$ cat src/rtl/combiner_pkg.sv
`default_nettype none
// ============================================================================
//  Module   : combiner_pkg
//  Purpose  : Shared types and widths for the combiner truth-table sweeper.
//             Holds the sweeper state encoding and the vector, truth-table
//             and counter widths used by combiner_sweeper.
//  Revision : 1.0  initial release
// ============================================================================
package combiner_pkg;

    localparam int VEC_W = 3;   // {a,b,c} vector index width
    localparam int TT_W  = 8;   // one truth-table bit per vector
    localparam int CNT_W = 4;   // settle counter and mismatch counter width

    typedef enum logic [1:0] {
        ST_IDLE   = 2'd0,
        ST_DRIVE  = 2'd1,
        ST_SAMPLE = 2'd2,
        ST_DONE   = 2'd3
    } state_t;

endpackage : combiner_pkg
`default_nettype wire

$ cat src/rtl/combiner_sweeper.sv
`default_nettype none
// ============================================================================
//  Module   : combiner_sweeper
//  Purpose  : Walks the 3-input vector {a,b,c} through 0..7, holds each
//             vector for SETTLE_CYCLES cycles, samples the external
//             combiner output y, and builds the observed truth table while
//             counting mismatches against an expected table.
//  Ports    : clk, reset          clock / synchronous active-high reset
//             start, abort        sweep control
//             expected[7:0]       expected y per vector (sampled in SAMPLE)
//             y                   external combiner output
//             a, b, c             registered combiner inputs
//             busy, done, pass    status (done is a one-cycle pulse)
//             truth_table[7:0]    captured y per vector
//             mismatch_count[3:0] mismatches in current/last sweep
//  Revision : 1.0  initial release
// ============================================================================
module combiner_sweeper
    import combiner_pkg::*;
#(
    parameter int SETTLE_CYCLES = 1
) (
    input  logic            clk,
    input  logic            reset,
    input  logic            start,
    input  logic            abort,
    input  logic [TT_W-1:0] expected,
    input  logic            y,
    output logic            a,
    output logic            b,
    output logic            c,
    output logic            busy,
    output logic            done,
    output logic            pass,
    output logic [TT_W-1:0] truth_table,
    output logic [CNT_W-1:0] mismatch_count
);

    localparam logic [CNT_W-1:0] C_SETTLE_LAST = CNT_W'(SETTLE_CYCLES - 1);
    localparam logic [CNT_W-1:0] C_MM_MAX      = CNT_W'(TT_W);
    localparam logic [VEC_W-1:0] C_IDX_LAST    = VEC_W'(TT_W - 1);

    state_t             state_q, state_d;
    logic [VEC_W-1:0]   idx_q,   idx_d;
    logic [CNT_W-1:0]   cnt_q,   cnt_d;
    logic [TT_W-1:0]    tt_q,    tt_d;
    logic [CNT_W-1:0]   mm_q,    mm_d;
    logic [VEC_W-1:0]   vec_q,   vec_d;
    logic               pass_q,  pass_d;
    logic               done_q,  done_d;
    logic               busy_q,  busy_d;

    always_comb begin
        state_d = state_q;
        idx_d   = idx_q;
        cnt_d   = cnt_q;
        tt_d    = tt_q;
        mm_d    = mm_q;
        pass_d  = pass_q;
        done_d  = 1'b0;

        case (state_q)
            ST_IDLE: begin
                // abort has priority over start when both arrive in IDLE
                if (start && !abort) begin
                    state_d = ST_DRIVE;
                    idx_d   = '0;
                    cnt_d   = '0;
                    tt_d    = '0;
                    mm_d    = '0;
                    pass_d  = 1'b0;
                end
            end
            ST_DRIVE: begin
                if (abort) begin
                    state_d = ST_IDLE;
                    pass_d  = 1'b0;
                end else if (cnt_q == C_SETTLE_LAST) begin
                    state_d = ST_SAMPLE;
                end else begin
                    cnt_d = cnt_q + 1'b1;
                end
            end
            ST_SAMPLE: begin
                // an abort here discards the capture for this vector
                if (abort) begin
                    state_d = ST_IDLE;
                    pass_d  = 1'b0;
                end else begin
                    tt_d[idx_q] = y;
                    if ((y != expected[idx_q]) && (mm_q != C_MM_MAX)) begin
                        mm_d = mm_q + 1'b1;
                    end
                    if (idx_q == C_IDX_LAST) begin
                        // done and pass become visible together in DONE
                        state_d = ST_DONE;
                        done_d  = 1'b1;
                        pass_d  = (mm_d == '0);
                    end else begin
                        idx_d   = idx_q + 1'b1;
                        cnt_d   = '0;
                        state_d = ST_DRIVE;
                    end
                end
            end
            ST_DONE: begin
                state_d = ST_IDLE;
            end
            default: begin
                state_d = ST_IDLE;
            end
        endcase

        // outputs are registered from the next state so they line up with it
        busy_d = (state_d == ST_DRIVE) || (state_d == ST_SAMPLE);
        vec_d  = busy_d ? idx_d : '0;
    end

    always_ff @(posedge clk) begin
        if (reset) begin
            state_q <= ST_IDLE;
            idx_q   <= '0;
            cnt_q   <= '0;
            tt_q    <= '0;
            mm_q    <= '0;
            vec_q   <= '0;
            pass_q  <= 1'b0;
            done_q  <= 1'b0;
            busy_q  <= 1'b0;
        end else begin
            state_q <= state_d;
            idx_q   <= idx_d;
            cnt_q   <= cnt_d;
            tt_q    <= tt_d;
            mm_q    <= mm_d;
            vec_q   <= vec_d;
            pass_q  <= pass_d;
            done_q  <= done_d;
            busy_q  <= busy_d;
        end
    end

    assign a              = vec_q[2];
    assign b              = vec_q[1];
    assign c              = vec_q[0];
    assign busy           = busy_q;
    assign done           = done_q;
    assign pass           = pass_q;
    assign truth_table    = tt_q;
    assign mismatch_count = mm_q;

endmodule : combiner_sweeper
`default_nettype wire
$ cat config.mk
export PLATFORM = sky130hd
export DESIGN_NAME = combiner_sweeper
export DESIGN_NICKNAME = d
export VERILOG_FILES = /design/src/rtl/combiner_pkg.sv /design/src/rtl/combiner_sweeper.sv
export SDC_FILE = /design/constraint.sdc
export NUM_CORES = 1
export LEC_CHECK = 0
export ABC_AREA = 1
export CAP_MARGIN = 0
export CELL_PAD_IN_SITES_DETAIL_PLACEMENT = 0
export CELL_PAD_IN_SITES_GLOBAL_PLACEMENT = 1
export CORE_ASPECT_RATIO = 0.6
export CORE_MARGIN = 1
export CORE_UTILIZATION = 32
export CTS_BUF_LIST = sky130_fd_sc_hd__clkbuf_8 sky130_fd_sc_hd__clkbuf_16
export DETAILED_ROUTE_END_ITERATION = 16
export GPL_TIMING_DRIVEN = 0
export PLACE_DENSITY_LB_ADDON = 0.1
export SYNTH_ARGS = -nofsm -noshare
export SYNTH_HDL_FRONTEND = slang
export SYNTH_SLANG_ARGS = --single-unit
export TNS_END_PERCENT = 100
$ cat constraint.sdc
create_clock -name clk -period 1.54 [get_ports clk]
set_input_delay 0.308 -clock clk [delete_from_list [all_inputs] [get_ports clk]]
set_output_delay 0.308 -clock clk [all_outputs]
set_load 0.1 [all_outputs]
# Yosys cells after proc, flatten, opt, wreduce, memory -nomap -nowiden
# Cells that the tools add are included.
# W data, S select, Z words.
# word_totals
ff_bits,27
# op_classes
n_addsub,3
order_cmp,2
n_eq_ne,15
mux,35
bitwise_logic,2
n_reduce_logical,15
# op_table
op,count
$mux W4,9
$mux W8,2
$pmux W8 S2,1
$ne A2 B2 Y1 const B,6
$pmux W4 S3,1
$mux W2,5
$mux W3,3
$add A4 B1 Y4 const B,2
$bwmux W8,1
$logic_not A4 Y1,2
$pmux W2 S4,1
$pmux W4 S2,1
$mux W1,7
$eq A2 B2 Y1 const B,3
$pmux W3 S2,1
$reduce_and A6 Y1,1
$eq A2 B1 Y1 const B,2
$lt A3 B4 Y1 const B,1
$ne A4 B4 Y1 const B,1
$reduce_and A4 Y1,1
$add A3 B1 Y3 const B,1
$bmux W1 S3,1
$demux W1 S3,1
$eq A3 B3 Y1 const B,1
other kinds (14),17

# Depth between registers and ports, before layout
# logic_depth
ltp_word,11
ltp_mapped,15
mapped_depth_nobuf,14

# Least setup slack after synthesis
# OpenSTA, ideal clock, no wires.
# synth_path
path_kind,reg2reg
startpoint,"register mm_q[0], in the netlist mismatch_count[0]"
endpoint,"register pass_q, in the netlist pass"
setup_time_ns,0.068
t_arrival_ns,2.004
t_required_ns,1.472
slack_ns,-0.532
path_stages_with_launch,10
n_path_buf,0
path_cell_list,dfxtp_1 > inv_1 > ha_1 > nand2_1 > nand3_2 > nand2_1 > nand3_1 > nor2_1 > nand2_1 > a21oi_2
# synth_between
elab_chain_len,9
word_cells_on_any_way,10
# synth_rtl
item,line_no,rtl
start: declaration,combiner_sweeper.sv:47,"logic [CNT_W-1:0] mm_q, mm_d;"
start signal: assignment,combiner_sweeper.sv:135,mm_q <= mm_d;
"parallel branches: the longest is 2 deep, another holds $add A4 B1 Y4",--,
$mux W4 *,combiner_sweeper.sv:91,if ((y != expected[idx_q]) && (mm_q != C_MM_MAX)) begin
$mux W4 *,combiner_sweeper.sv:86,if (abort) begin
$mux W4 *,combiner_sweeper.sv:62,case (state_q)
$logic_not A4 Y1 *,combiner_sweeper.sv:98,pass_d = (mm_d == '0);
$mux W1 *,combiner_sweeper.sv:94,if (idx_q == C_IDX_LAST) begin
$mux W1 *,combiner_sweeper.sv:86,
$pmux W1 S3 *,combiner_sweeper.sv:62,
end signal: assignment,combiner_sweeper.sv:137,pass_q <= pass_d;
end: declaration,combiner_sweeper.sv:49,"logic pass_q, pass_d;"
# Mark *: on every way between the ends. The select of a mux whose other input is x is not followed.
# A chain may end at the register's enable or synchronous reset.

# Worst setup path after layout
# layout_path
startpoint,register idx_q[0]
endpoint,"register pass_q, in the netlist pass"
# layout_between
elab_chain_len,11
word_cells_on_any_way,14
# layout_rtl
item,line_no,rtl
start: declaration,combiner_sweeper.sv:44,"logic [VEC_W-1:0] idx_q, idx_d;"
start signal: assignment,combiner_sweeper.sv:132,idx_q <= idx_d;
$bmux W1 S3,combiner_sweeper.sv:91,
$mux W1 (not written as such),combiner_sweeper.sv:91,
$ne A1 B1 Y1,combiner_sweeper.sv:91,
$logic_and A1 B1 Y1,combiner_sweeper.sv:91,
$mux W4,combiner_sweeper.sv:91,
$mux W4,combiner_sweeper.sv:86,
$mux W4,combiner_sweeper.sv:62,
$logic_not A4 Y1,combiner_sweeper.sv:98,
$mux W1,combiner_sweeper.sv:94,
$mux W1,combiner_sweeper.sv:86,
$pmux W1 S3,combiner_sweeper.sv:62,
# Parallel ways exist; a longest one is shown, timed or not. The select of a mux whose other input is x is not followed.

==> run summary <==
crit path DAT = 1.77 ns
adder-cell share of the synthesized area = 0.04006
pins over their slew limit = 0
Comb power frac = 0.182
Power Dens Cells = 609.2 nW/um^2
RSZ-0062 raised after global routing = yes
largest cells by area after synthesis = dfxtp_1 35%, nand2_1 13%, nor2_1 7.2%
routed wire length = 3806 um
Reg2Reg Depth = 12
met1 usage = 0.2391
hold path depth = 2
global route overflow = 0
Root Driver = clkbuf_8
Reg area = 561.8 um^2
Post-synth EDFFs = 0
CP Capture Type = flop
setup ws final = -0.01340 ns
Mapped Cells = 224
r2r startpoint = idx_q[0]
yosys warns = 0
Top Ports = 31
DRT iter0 DRCs = 61
failing checks = setup timing
largest net degree at the start of global routing = 15
Synth Area in Simple Gates = 0.3454
Total Power = 1.347 mW
Port Buffer Count = 30
Fillers = 481
outcome = finished, violations left
post-synthesis xor/xnor area fraction = 0.01122
dominant cell type by area after synthesis = dfxtp_1
Core Region = 4636 um^2
Worst EP required = 1.75 ns
Final Hold Fails = 0
initial antenna violation count = 0
Crit Path Max Fanout = 6
share of cells above drive strength 1 = 0.3663
Synth Area in Compound Gates = 0.1394
Tot GR Track Use = 0.1556
FF-to-FF setup slack = -0.01 ns
worst hold endpoint = truth_table[5]
mean post-synth cell area = 6.971 um^2
Skew-Pair Late Insertion Delay = 0.27 ns
asr flop ratio synth = 0
Final GP Congestion = 0.7077
register area share after synthesis = 0.3462
share of the synthesized area in the top cell type = 0.3462
die area = 5172 um^2
FF-to-FF End = pass
Num CTS Buffers = 3
multiplexer share of the synthesized area = 0
final period utilization = 1.009
Distinct cells, synth = 29
hold_sp = truth_table[5]
critical path type = flop to flop
Commonest cells post-synth = 56 x nand2_1, 30 x nor2_1, 28 x inv_1, 27 x dfxtp_1, 14 x a21oi_1
via count = 1464
met3 global-route usage = 0.04235
Top Usage Layer GRT = met1
Die H = 56.11 um
fmax = 0.6437 GHz
ys flop type = dfxtp_1
Critical Path Start Type = flop
dpl cell area = 1953 um^2
number of global-route vias before repair = 1331
Clock Sinks = 27
Initial Util = 0.3368
Clk pwr share = 0.291
Sw Pwr = 0.3623 mW
Die X = 92.18 um
most common cell in the netlist = nand2_1
antenna-violating nets left = 0
combinational family with the most area after synthesis = simple AND/OR/NAND/NOR gates
met2 GRT Util = 0.2217
wire per inst = 11.33 um
area grow syn2layout = 41.59%
max-cap check violation count = 0
Tightest Pin Transition = 0.5530 ns
first-pass GRT wire length = 6258 um
peak supply drop = 402.2 uV
drt drc = 0
Reg power frac = 0.526
Tmin final = 1.553 ns
Leak = 0.9339 nW
Max Root-Sink Buffers = 2
Synth Cell Area = 1561 um^2
Switching Share = 0.2690
multi-input logic area = 915.9 um^2
CTS H-Tree Depth = 1
DPL Wire Length = 2761 um
CTS tree = yes
drt first pass iters = 4
Final nets = 292
Clock Skews = 0.007949 ns
post-synth net total = 242
setup tns final = -0.01340 ns
Clock transition at path regs = 0.09 ns
ant diodes = 0
standard-cell rows = 19
Vias/cell = 4.357
worst min-delay path category = flop to flop
endpoints failing setup = 1
relative slew slack = 0.6330
synthesized flop and latch total = 27
Internal Dissipation = 0.9846 mW
final instance area = 2211 um^2
WHS = 0.4721 ns
stage by stage:
stage          std cells    util  setup WS (ns)
2_1_floorplan        224       -        0.01191
3_3_place_gp         317  0.4213        -0.5537
3_5_place_dp         317  0.4213        -0.5531
4_1_cts              331  0.4607       -0.05357
5_1_grt              336  0.4769        -0.1659
6_report             336  0.4769       -0.01340
critical path: stages, from the launching register on:
cell and delay [ns]:
dfxtp_2 0.33, buf_6 0.13, inv_8 0.06, nand2_1 0.04, nand3_1 0.09, nand2_2 0.09
o21ai_4 0.23, nand3_4 0.12, nand2_1 0.07, nand2_1 0.06, nor2_1 0.11, nand2_1 0.07
a21oi_2 0.10
final cells by class:
type,instances,area share
multi-input combinational,154,0.4143
clock buffer,3,0.01868
clock inverter,1,0.001698
tap,63,0.03565
timing repair buffer,45,0.1890
sequential,27,0.2541
inverter,40,0.07697
buffer,3,0.009621
cell families after synthesis:
logic type | count (synthesis)
simple gates | 113
buf+inv | 43
compound gates | 34
flops | 27
fa+ha+maj | 5
xor+xnor | 2
power by group through the flow:
stage               combinational (mW)  sequential [mW]  clock [mW]
finish                           0.246            0.709       0.393
global placement                 0.202            0.725           0
global route                     0.269            0.710       0.438
detailed placement               0.201            0.724           0
CTS                              0.223            0.709       0.415
floorplan                        0.119            0.740           0
placed cells by master (no fill, tap or decap), types with 3 or more instances in the layout:
| master | count |
|---|---|
| ha_1 | 4 |
| nor2_4 | 6 |
| clkbuf_8 | 3 |
| dfxtp_1 | 16 |
| buf_4 | 14 |
| nand2_2 | 12 |
| o21ai_0 | 12 |
| clkdlybuf4s50_1 | 11 |
| nor2_2 | 4 |
| nand3_1 | 6 |
| nand4_1 | 4 |
| buf_2 | 3 |
| clkdlybuf4s15_2 | 14 |
| inv_2 | 9 |
| inv_1 | 28 |
| a21oi_1 | 13 |
| nand2_1 | 46 |
| dfxtp_2 | 8 |
| dfxtp_4 | 3 |
| nor2_1 | 27 |
state kept, by name (all words and copies together), names as in the netlist:
register / count
vec_q: 3
busy: 1
state_q: 2
mismatch_count: 4
cnt_q: 4
idx_q: 3
done: 1
pass: 1
truth_table: 8
metal layers:
layer | up-vias | share of wire
li1 | 799 | -
met1 | 636 | 0.55
met2 | 27 | 0.40
met3 | 2 | 0.049
met4 | 0 | 0.0032
met5 | - | 0
how the worst max path moves through the flow:
stage                      startpoint       end  slack (ns)  depth (start not counted)
finish                       idx_q[0]      pass       -0.01                         12
detailed placement              abort  cnt_q[3]       -0.55                         11
global route                 idx_q[0]      pass       -0.17                         13
floorplan           mismatch_count[2]      pass        0.01                          9
CTS                          idx_q[0]      pass       -0.05                         13
global placement                abort  vec_q[2]       -0.55                         12
what timing repair did:
item	4_1_cts	5_1_grt
setup buffers	10	5
hold buffers	0	0
resized for setup	75	23
cloned	0	0
endpoints found under the setup margin	44	17
pin swaps	7	14
Note: power is estimated with default switching activity, not from simulation.
